===== src/rtl/ram_master_if.sv =====
// Command, write-data, read-data and RAM-side signals of the burst RAM master.
// The master modport is the ram_master side; slave is the client/RAM side.
interface ram_master_if #(
  parameter int N = 4,
  parameter int W = 8
);
  logic         cmd_valid;
  logic         cmd_ready;
  logic         cmd_wr;
  logic [N-1:0] cmd_addr;
  logic [N-1:0] cmd_len;
  logic         wd_valid;
  logic         wd_ready;
  logic [W-1:0] wd_data;
  logic         rd_valid;
  logic         rd_ready;
  logic [W-1:0] rd_data;
  logic         rd_last;
  logic         mem_valid;
  logic         mem_wr_rd;
  logic [N-1:0] mem_addr;
  logic [W-1:0] mem_wdata;
  logic [W-1:0] mem_rdata;
  logic         mem_ready;
  logic         busy;
  logic         done;

  modport master (
    input  cmd_valid, cmd_wr, cmd_addr, cmd_len, wd_valid, wd_data, rd_ready,
           mem_rdata, mem_ready,
    output cmd_ready, wd_ready, rd_valid, rd_data, rd_last, mem_valid,
           mem_wr_rd, mem_addr, mem_wdata, busy, done
  );

  modport slave (
    output cmd_valid, cmd_wr, cmd_addr, cmd_len, wd_valid, wd_data, rd_ready,
           mem_rdata, mem_ready,
    input  cmd_ready, wd_ready, rd_valid, rd_data, rd_last, mem_valid,
           mem_wr_rd, mem_addr, mem_wdata, busy, done
  );
endinterface


===== src/rtl/ram_master.sv =====
// Burst RAM master: turns write/read burst commands into single-word RAM
// accesses, one write beat per cycle, reads as request/capture/output beats.
module ram_master #(
  parameter int N = 4,
  parameter int D = 16,
  parameter int W = 8
) (
  input  logic         clk,
  input  logic         rst,
  ram_master_if.master bus
);
  typedef enum logic [2:0] {IDLE, WR, RD_REQ, RD_CAP, RD_OUT} state_t;

  localparam logic [N-1:0] LAST_ADDR = N'(D - 1);

  state_t       state, state_nxt;
  logic [N-1:0] addr, addr_nxt, addr_inc;
  logic [N-1:0] cnt, cnt_nxt;
  logic [W-1:0] rd_data_q, rd_data_nxt;
  logic [N-1:0] mem_addr_q, mem_addr_nxt;
  logic [W-1:0] mem_wdata_q, mem_wdata_nxt;
  logic         wr_pulse_q, wr_pulse_nxt;
  logic         done_q, done_nxt;

  assign addr_inc = (addr == LAST_ADDR) ? '0 : addr + N'(1);

  always_ff @(posedge clk) begin
    // NOTE: rst is tested inside the clocked block, so reset is synchronous;
    // state is always updated with <= so every register samples pre-edge values.
    if (!rst) begin
      state       <= IDLE;
      addr        <= '0;
      cnt         <= '0;
      rd_data_q   <= '0;
      mem_addr_q  <= '0;
      mem_wdata_q <= '0;
      wr_pulse_q  <= 1'b0;
      done_q      <= 1'b0;
    end else begin
      state       <= state_nxt;
      addr        <= addr_nxt;
      cnt         <= cnt_nxt;
      rd_data_q   <= rd_data_nxt;
      mem_addr_q  <= mem_addr_nxt;
      mem_wdata_q <= mem_wdata_nxt;
      wr_pulse_q  <= wr_pulse_nxt;
      done_q      <= done_nxt;
    end
  end

  always_comb begin
    // NOTE: every signal gets a default before the case so no path infers a latch.
    state_nxt     = state;
    addr_nxt      = addr;
    cnt_nxt       = cnt;
    rd_data_nxt   = rd_data_q;
    mem_addr_nxt  = mem_addr_q;
    mem_wdata_nxt = mem_wdata_q;
    wr_pulse_nxt  = 1'b0;
    done_nxt      = 1'b0;
    case (state)
      IDLE: begin
        if (bus.cmd_valid) begin
          addr_nxt     = bus.cmd_addr;
          cnt_nxt      = bus.cmd_len;
          mem_addr_nxt = bus.cmd_addr;
          state_nxt    = bus.cmd_wr ? WR : RD_REQ;
        end
      end
      WR: begin
        // A beat becomes a one-cycle RAM write strobe in the following cycle.
        if (bus.wd_valid) begin
          wr_pulse_nxt  = 1'b1;
          mem_addr_nxt  = addr;
          mem_wdata_nxt = bus.wd_data;
          addr_nxt      = addr_inc;
          cnt_nxt       = cnt - N'(1);
          if (cnt == '0) begin
            state_nxt = IDLE;
            done_nxt  = 1'b1;
          end
        end
      end
      RD_REQ: state_nxt = RD_CAP;
      RD_CAP: begin
        if (bus.mem_ready) begin
          rd_data_nxt = bus.mem_rdata;
          state_nxt   = RD_OUT;
        end
      end
      RD_OUT: begin
        if (bus.rd_ready) begin
          if (cnt == '0) begin
            state_nxt = IDLE;
            done_nxt  = 1'b1;
          end else begin
            addr_nxt     = addr_inc;
            cnt_nxt      = cnt - N'(1);
            mem_addr_nxt = addr_inc;
            state_nxt    = RD_REQ;
          end
        end
      end
      default: state_nxt = IDLE;
    endcase
  end

  // cmd_ready is gated by rst so it stays low for the whole reset window.
  assign bus.cmd_ready = rst & (state == IDLE);
  assign bus.wd_ready  = (state == WR);
  assign bus.rd_valid  = (state == RD_OUT);
  assign bus.rd_last   = (state == RD_OUT) && (cnt == '0);
  assign bus.rd_data   = rd_data_q;
  assign bus.mem_valid = wr_pulse_q | (state == RD_REQ) | (state == RD_CAP);
  assign bus.mem_wr_rd = wr_pulse_q;
  assign bus.mem_addr  = mem_addr_q;
  assign bus.mem_wdata = mem_wdata_q;
  assign bus.busy      = (state != IDLE);
  assign bus.done      = done_q;
endmodule


===== src/flat_wrapper.sv =====
// flat-port wrapper written by rule: the top's interface ports become plain ports
module ram_master_flat 
#(
  parameter int N = 4,
  parameter int D = 16,
  parameter int W = 8
)
  (clk, rst, bus_cmd_valid, bus_cmd_wr, bus_cmd_addr, bus_cmd_len, bus_wd_valid, bus_wd_data, bus_rd_ready, bus_mem_rdata, bus_mem_ready, bus_cmd_ready, bus_wd_ready, bus_rd_valid, bus_rd_data, bus_rd_last, bus_mem_valid, bus_mem_wr_rd, bus_mem_addr, bus_mem_wdata, bus_busy, bus_done);
  ram_master_if #(.N(N), .W(W)) bus_i ();
  input  logic clk;
  input  logic rst;
  input wire logic [$bits(bus_i.cmd_valid)-1:0] bus_cmd_valid;
  input wire logic [$bits(bus_i.cmd_wr)-1:0] bus_cmd_wr;
  input wire logic [$bits(bus_i.cmd_addr)-1:0] bus_cmd_addr;
  input wire logic [$bits(bus_i.cmd_len)-1:0] bus_cmd_len;
  input wire logic [$bits(bus_i.wd_valid)-1:0] bus_wd_valid;
  input wire logic [$bits(bus_i.wd_data)-1:0] bus_wd_data;
  input wire logic [$bits(bus_i.rd_ready)-1:0] bus_rd_ready;
  input wire logic [$bits(bus_i.mem_rdata)-1:0] bus_mem_rdata;
  input wire logic [$bits(bus_i.mem_ready)-1:0] bus_mem_ready;
  output wire logic [$bits(bus_i.cmd_ready)-1:0] bus_cmd_ready;
  output wire logic [$bits(bus_i.wd_ready)-1:0] bus_wd_ready;
  output wire logic [$bits(bus_i.rd_valid)-1:0] bus_rd_valid;
  output wire logic [$bits(bus_i.rd_data)-1:0] bus_rd_data;
  output wire logic [$bits(bus_i.rd_last)-1:0] bus_rd_last;
  output wire logic [$bits(bus_i.mem_valid)-1:0] bus_mem_valid;
  output wire logic [$bits(bus_i.mem_wr_rd)-1:0] bus_mem_wr_rd;
  output wire logic [$bits(bus_i.mem_addr)-1:0] bus_mem_addr;
  output wire logic [$bits(bus_i.mem_wdata)-1:0] bus_mem_wdata;
  output wire logic [$bits(bus_i.busy)-1:0] bus_busy;
  output wire logic [$bits(bus_i.done)-1:0] bus_done;
  assign bus_i.cmd_valid = bus_cmd_valid;
  assign bus_i.cmd_wr = bus_cmd_wr;
  assign bus_i.cmd_addr = bus_cmd_addr;
  assign bus_i.cmd_len = bus_cmd_len;
  assign bus_i.wd_valid = bus_wd_valid;
  assign bus_i.wd_data = bus_wd_data;
  assign bus_i.rd_ready = bus_rd_ready;
  assign bus_i.mem_rdata = bus_mem_rdata;
  assign bus_i.mem_ready = bus_mem_ready;
  assign bus_cmd_ready = bus_i.cmd_ready;
  assign bus_wd_ready = bus_i.wd_ready;
  assign bus_rd_valid = bus_i.rd_valid;
  assign bus_rd_data = bus_i.rd_data;
  assign bus_rd_last = bus_i.rd_last;
  assign bus_mem_valid = bus_i.mem_valid;
  assign bus_mem_wr_rd = bus_i.mem_wr_rd;
  assign bus_mem_addr = bus_i.mem_addr;
  assign bus_mem_wdata = bus_i.mem_wdata;
  assign bus_busy = bus_i.busy;
  assign bus_done = bus_i.done;
  ram_master #(.N(N), .D(D), .W(W)) u_core (.clk(clk), .rst(rst), .bus(bus_i));
endmodule

===== config.mk =====
export PLATFORM = sky130hd
export DESIGN_NAME = ram_master_flat
export DESIGN_NICKNAME = d
export VERILOG_FILES = /design/src/rtl/ram_master_if.sv /design/src/rtl/ram_master.sv /design/src/flat_wrapper.sv
export SDC_FILE = /design/constraint.sdc
export NUM_CORES = 1
export LEC_CHECK = 0
export ABC_CLOCK_PERIOD_IN_PS = 2500
export BUFFER_PORTS_ARGS = -buffer_cell sky130_fd_sc_hd__buf_2
export CELL_PAD_IN_SITES_DETAIL_PLACEMENT = 1
export CELL_PAD_IN_SITES_GLOBAL_PLACEMENT = 1
export CORE_MARGIN = 3
export CORE_UTILIZATION = 35
export CTS_CLUSTER_SIZE = 10
export DETAILED_ROUTE_END_ITERATION = 10
export GPL_TIMING_DRIVEN = 0
export HOLD_SLACK_MARGIN = 0.06
export PLACE_DENSITY = 0.82
export SETUP_SLACK_MARGIN = 0.05
export SYNTH_ARGS = -nofsm -noshare
export SYNTH_HDL_FRONTEND = slang
export SYNTH_SLANG_ARGS = --single-unit

===== constraint.sdc =====
create_clock -name clk -period 2.5 [get_ports clk]
set_input_delay 0.125 -clock clk [delete_from_list [all_inputs] [get_ports clk]]
set_output_delay 0.125 -clock clk [all_outputs]
set_load 0.005 [all_outputs]

==> flow_summary.yaml <==
drt:
  num_vias: 1722
  drtIter0Drc: 87
  antenna_left: 0
  routed_wl_um: 4980
  first_pass_iters: 4
  via_per_inst: 5.47
  drc: 0
  wl_per_cell_um: 15.8
yosys:
  synthTopCellsByArea: "dfxtp_1 40%, a21oi_1 9.0%, nand2_1 8.3%"
  synthCells: 197
  ys_types: 51
  ys.flop_type: "dfxtp_1"
  yosys.area.top_type: "dfxtp_1"
  syn_area_um2: 1660
  yosys-top-cells-count: "37 x nand2_1, 33 x dfxtp_1, 30 x a21oi_1, 7 x clkbuf_1, 7 x nor2_1"
  synth_seq_area_share_pct: 39.7
  async_flop_share_pct: 0
  syn_area_per_cell_um2: 8.45
  yosysMostFrequentCell: "nand2_1"
  syn-num-nets: 230
  synth_edf_count: 0
  ys_ff_latch: 33
  yosysWarningCount: 0
  yosysTopAreaCellShare_pct: 39.7
timing:
  fin_skew_ps: 4.78
  hold_violations: 0
  slew_headroom_pct: 63.7
  setup_slack_ps: 402
  tightestPinTransition_ps: 545
  maxClockFrequency_mhz: 477
  rsz0062_at_grt: "no"
  fin_crit_ps: 2100
  setup_viol: 0
  drv_slew: 0
  tns_ps: 0
  period_share_pct: 83.9
  whs_ps: 70.8
setup_path:
  required_ps: 2680
  crit_buf_inv: 1
  crit_chain: "inv_1, ha_1, and4bb_2, o31ai_4, nand2_2, o311a_1"
  start_kind: "register"
  worst-setup-path-type: "reg -> reg"
  crit_path_end_kind: "register"
  cpLargestDelayFamily: "compound AO/OA/AOI/OAI gates"
  cp_max_fo: 9
  crit_path_max_incr_delay_ps: 420
  arrival_ps: 2280
  cp_slowest_cell: "o31ai_4"
power:
  worst_ir_drop_vdd_mv: 0.273
  switching_share_pct: 35.2
  leakage_nw: 0.914
  power.density_nw_per_um2: 714
  power_frac_clock_pct: 27.1
  switchingPower_uw: 532
  fin_total_pwr_mw: 1.51
  pwr-share-seq_pct: 42.1
  internal_power_uw: 979
  pwr-share-comb_pct: 30.7
status:
  status: "finished, final reports clean"
cts:
  clkSinkCount: 33
  cts_tree: "done"
  cts_buffer_depth: 2
  cts_resized: 0
  clk_latency_ps: 290
  cts_buffers: 5
  cts-htree-levels: 2
  cts-root-buf: "clkbuf_8"
  cts.clk_slew.worst_paths_ps: 80
place:
  place_area_um2: 2010
  gp_congestion: 0.746
  dpl.hpwl_um: 3730
  placedCellCount: 306
  place_ws_ps: 407
  port_buffers: 57
job:
  max-cap-violations: 0
global_routing:
  grt_pass1_vias: 1666
  overflow: 0
  grt_pass1_wl_um: 8050
  grtUsageTotal_pct: 18.9
  grt_start_max_net_pins: 13
  antenna_found_initial: 0
cells_and_area:
  final_cells: 315
  diodes: 0
  final_area_um2: 2120
  fin_nets: 295
  drive_gt1_share_pct: 30.4
  register_area_um2: 661
  syn2layout_area_growth_pct: 27.1
  final_util_pct: 47.3
  fillCellCount: 580
  multiInputGateArea_um2: 891
floorplan:
  coreArea_um2: 4470
  die_w_um: 75.0
  io_pins: 59
  row_count: 24
  initial_utilization_pct: 37.2
  die_area_um2: 5620
  die_y_um: 75.0
hold_path:
  hp-class: "in -> reg"
per-layer routing:
layer  up-vias  share of wire [%]  GRT usage, %  wire length [um]
met5         -                  0             0                 0
met4         0                1.0          5.93                52
met3         6                5.7          6.01               282
met2        48                 48          30.2              2380
met1       822                 45          24.2              2260
li1        846                  -             -                 -
power groups by stage:
| stage | logic, mW | clock network, mW | registers (mW) |
|---|---|---|---|
| floorplan | 0.313 | 0 | 0.638 |
| global placement | 0.451 | 0 | 0.644 |
| detailed placement | 0.462 | 0 | 0.647 |
| CTS | 0.465 | 0.424 | 0.636 |
| global route | 0.517 | 0.452 | 0.644 |
| finish | 0.464 | 0.410 | 0.636 |
area by class of cell:
| class | count | share of cell area [%] |
|---|---|---|
| plain buffers | 13 | 3.84 |
| clock buffers | 5 | 3.25 |
| clock inverters | 3 | 1.06 |
| inverters | 7 | 1.48 |
| multi-input cells | 144 | 42.1 |
| flip-flops and latches | 33 | 31.2 |
| well taps | 52 | 3.08 |
| repair buffers | 58 | 14.0 |
sequential cells by signal, summed over array words and instances (netlist names):
| register | count |
|---|---|
| u_core.addr | 4 |
| u_core.bus.done | 1 |
| u_core.bus.mem_addr | 4 |
| u_core.bus.mem_wdata | 8 |
| u_core.bus.mem_wr_rd | 1 |
| u_core.bus.rd_data | 8 |
| u_core.cnt | 4 |
| u_core.state | 3 |
what timing repair did:
action | 4_1_cts | 5_1_grt
setup buffers | 0 | 0
endpoints found under the hold margin | 1 | 0
hold buffers | 1 | 0
cell families (layout without fill, tap and decap cells):
family	count (synthesis)	in the layout	synth area share, %
AOI/OAI and AO/OA	65	65	28.2
adders and majority gates	2	2	1.50
buffers and inverters	20	86	6.77
DFF	33	33	39.7
muxes	5	5	3.01
and+or+nand+nor	72	72	20.8
path summary, 6_finish.rpt:
| path | startpoint | to | slack (ps) | cells after the start |
|---|---|---|---|---|
| max | u_core.cnt[0] | u_core.bus.mem_addr[3] | 400 | 6 |
| min | bus_mem_rdata[0] | u_core.bus.rd_data[0] | 70 | 3 |
| max reg2reg | u_core.cnt[0] | u_core.bus.mem_addr[3] | 400 | 6 |
| min reg2reg | u_core.bus.mem_wdata[4] | u_core.bus.mem_wdata[4] | 460 | 2 |
worst register-to-register path: cells and delay by family, from the launching register on:
family          cells  cell delay (ps)
buf+inv             1               70
compound gates      2              810
flops               1              410
simple gates        2              470
fa+ha+maj           1              230
cells in the final DEF, fill, tap and decap left out, drive strengths merged, types with 2 or more instances in the layout:
master / n
clkbuf: 12
nor2b: 2
a211oi: 4
a31oi: 2
a221oi: 3
nor3: 4
buf: 63
nand3b: 2
nor4: 2
nand3: 3
o311ai: 3
nand2b: 2
or3: 3
o31ai: 4
and3: 2
mux2i: 5
a2111oi: 2
or3b: 2
inv: 6
and2: 2
a21o: 3
clkinvlp: 3
nor2: 8
ha: 2
a311oi: 2
a21oi: 30
nand2: 38
dfxtp: 33
Note: power is estimated with default switching activity, not from simulation.
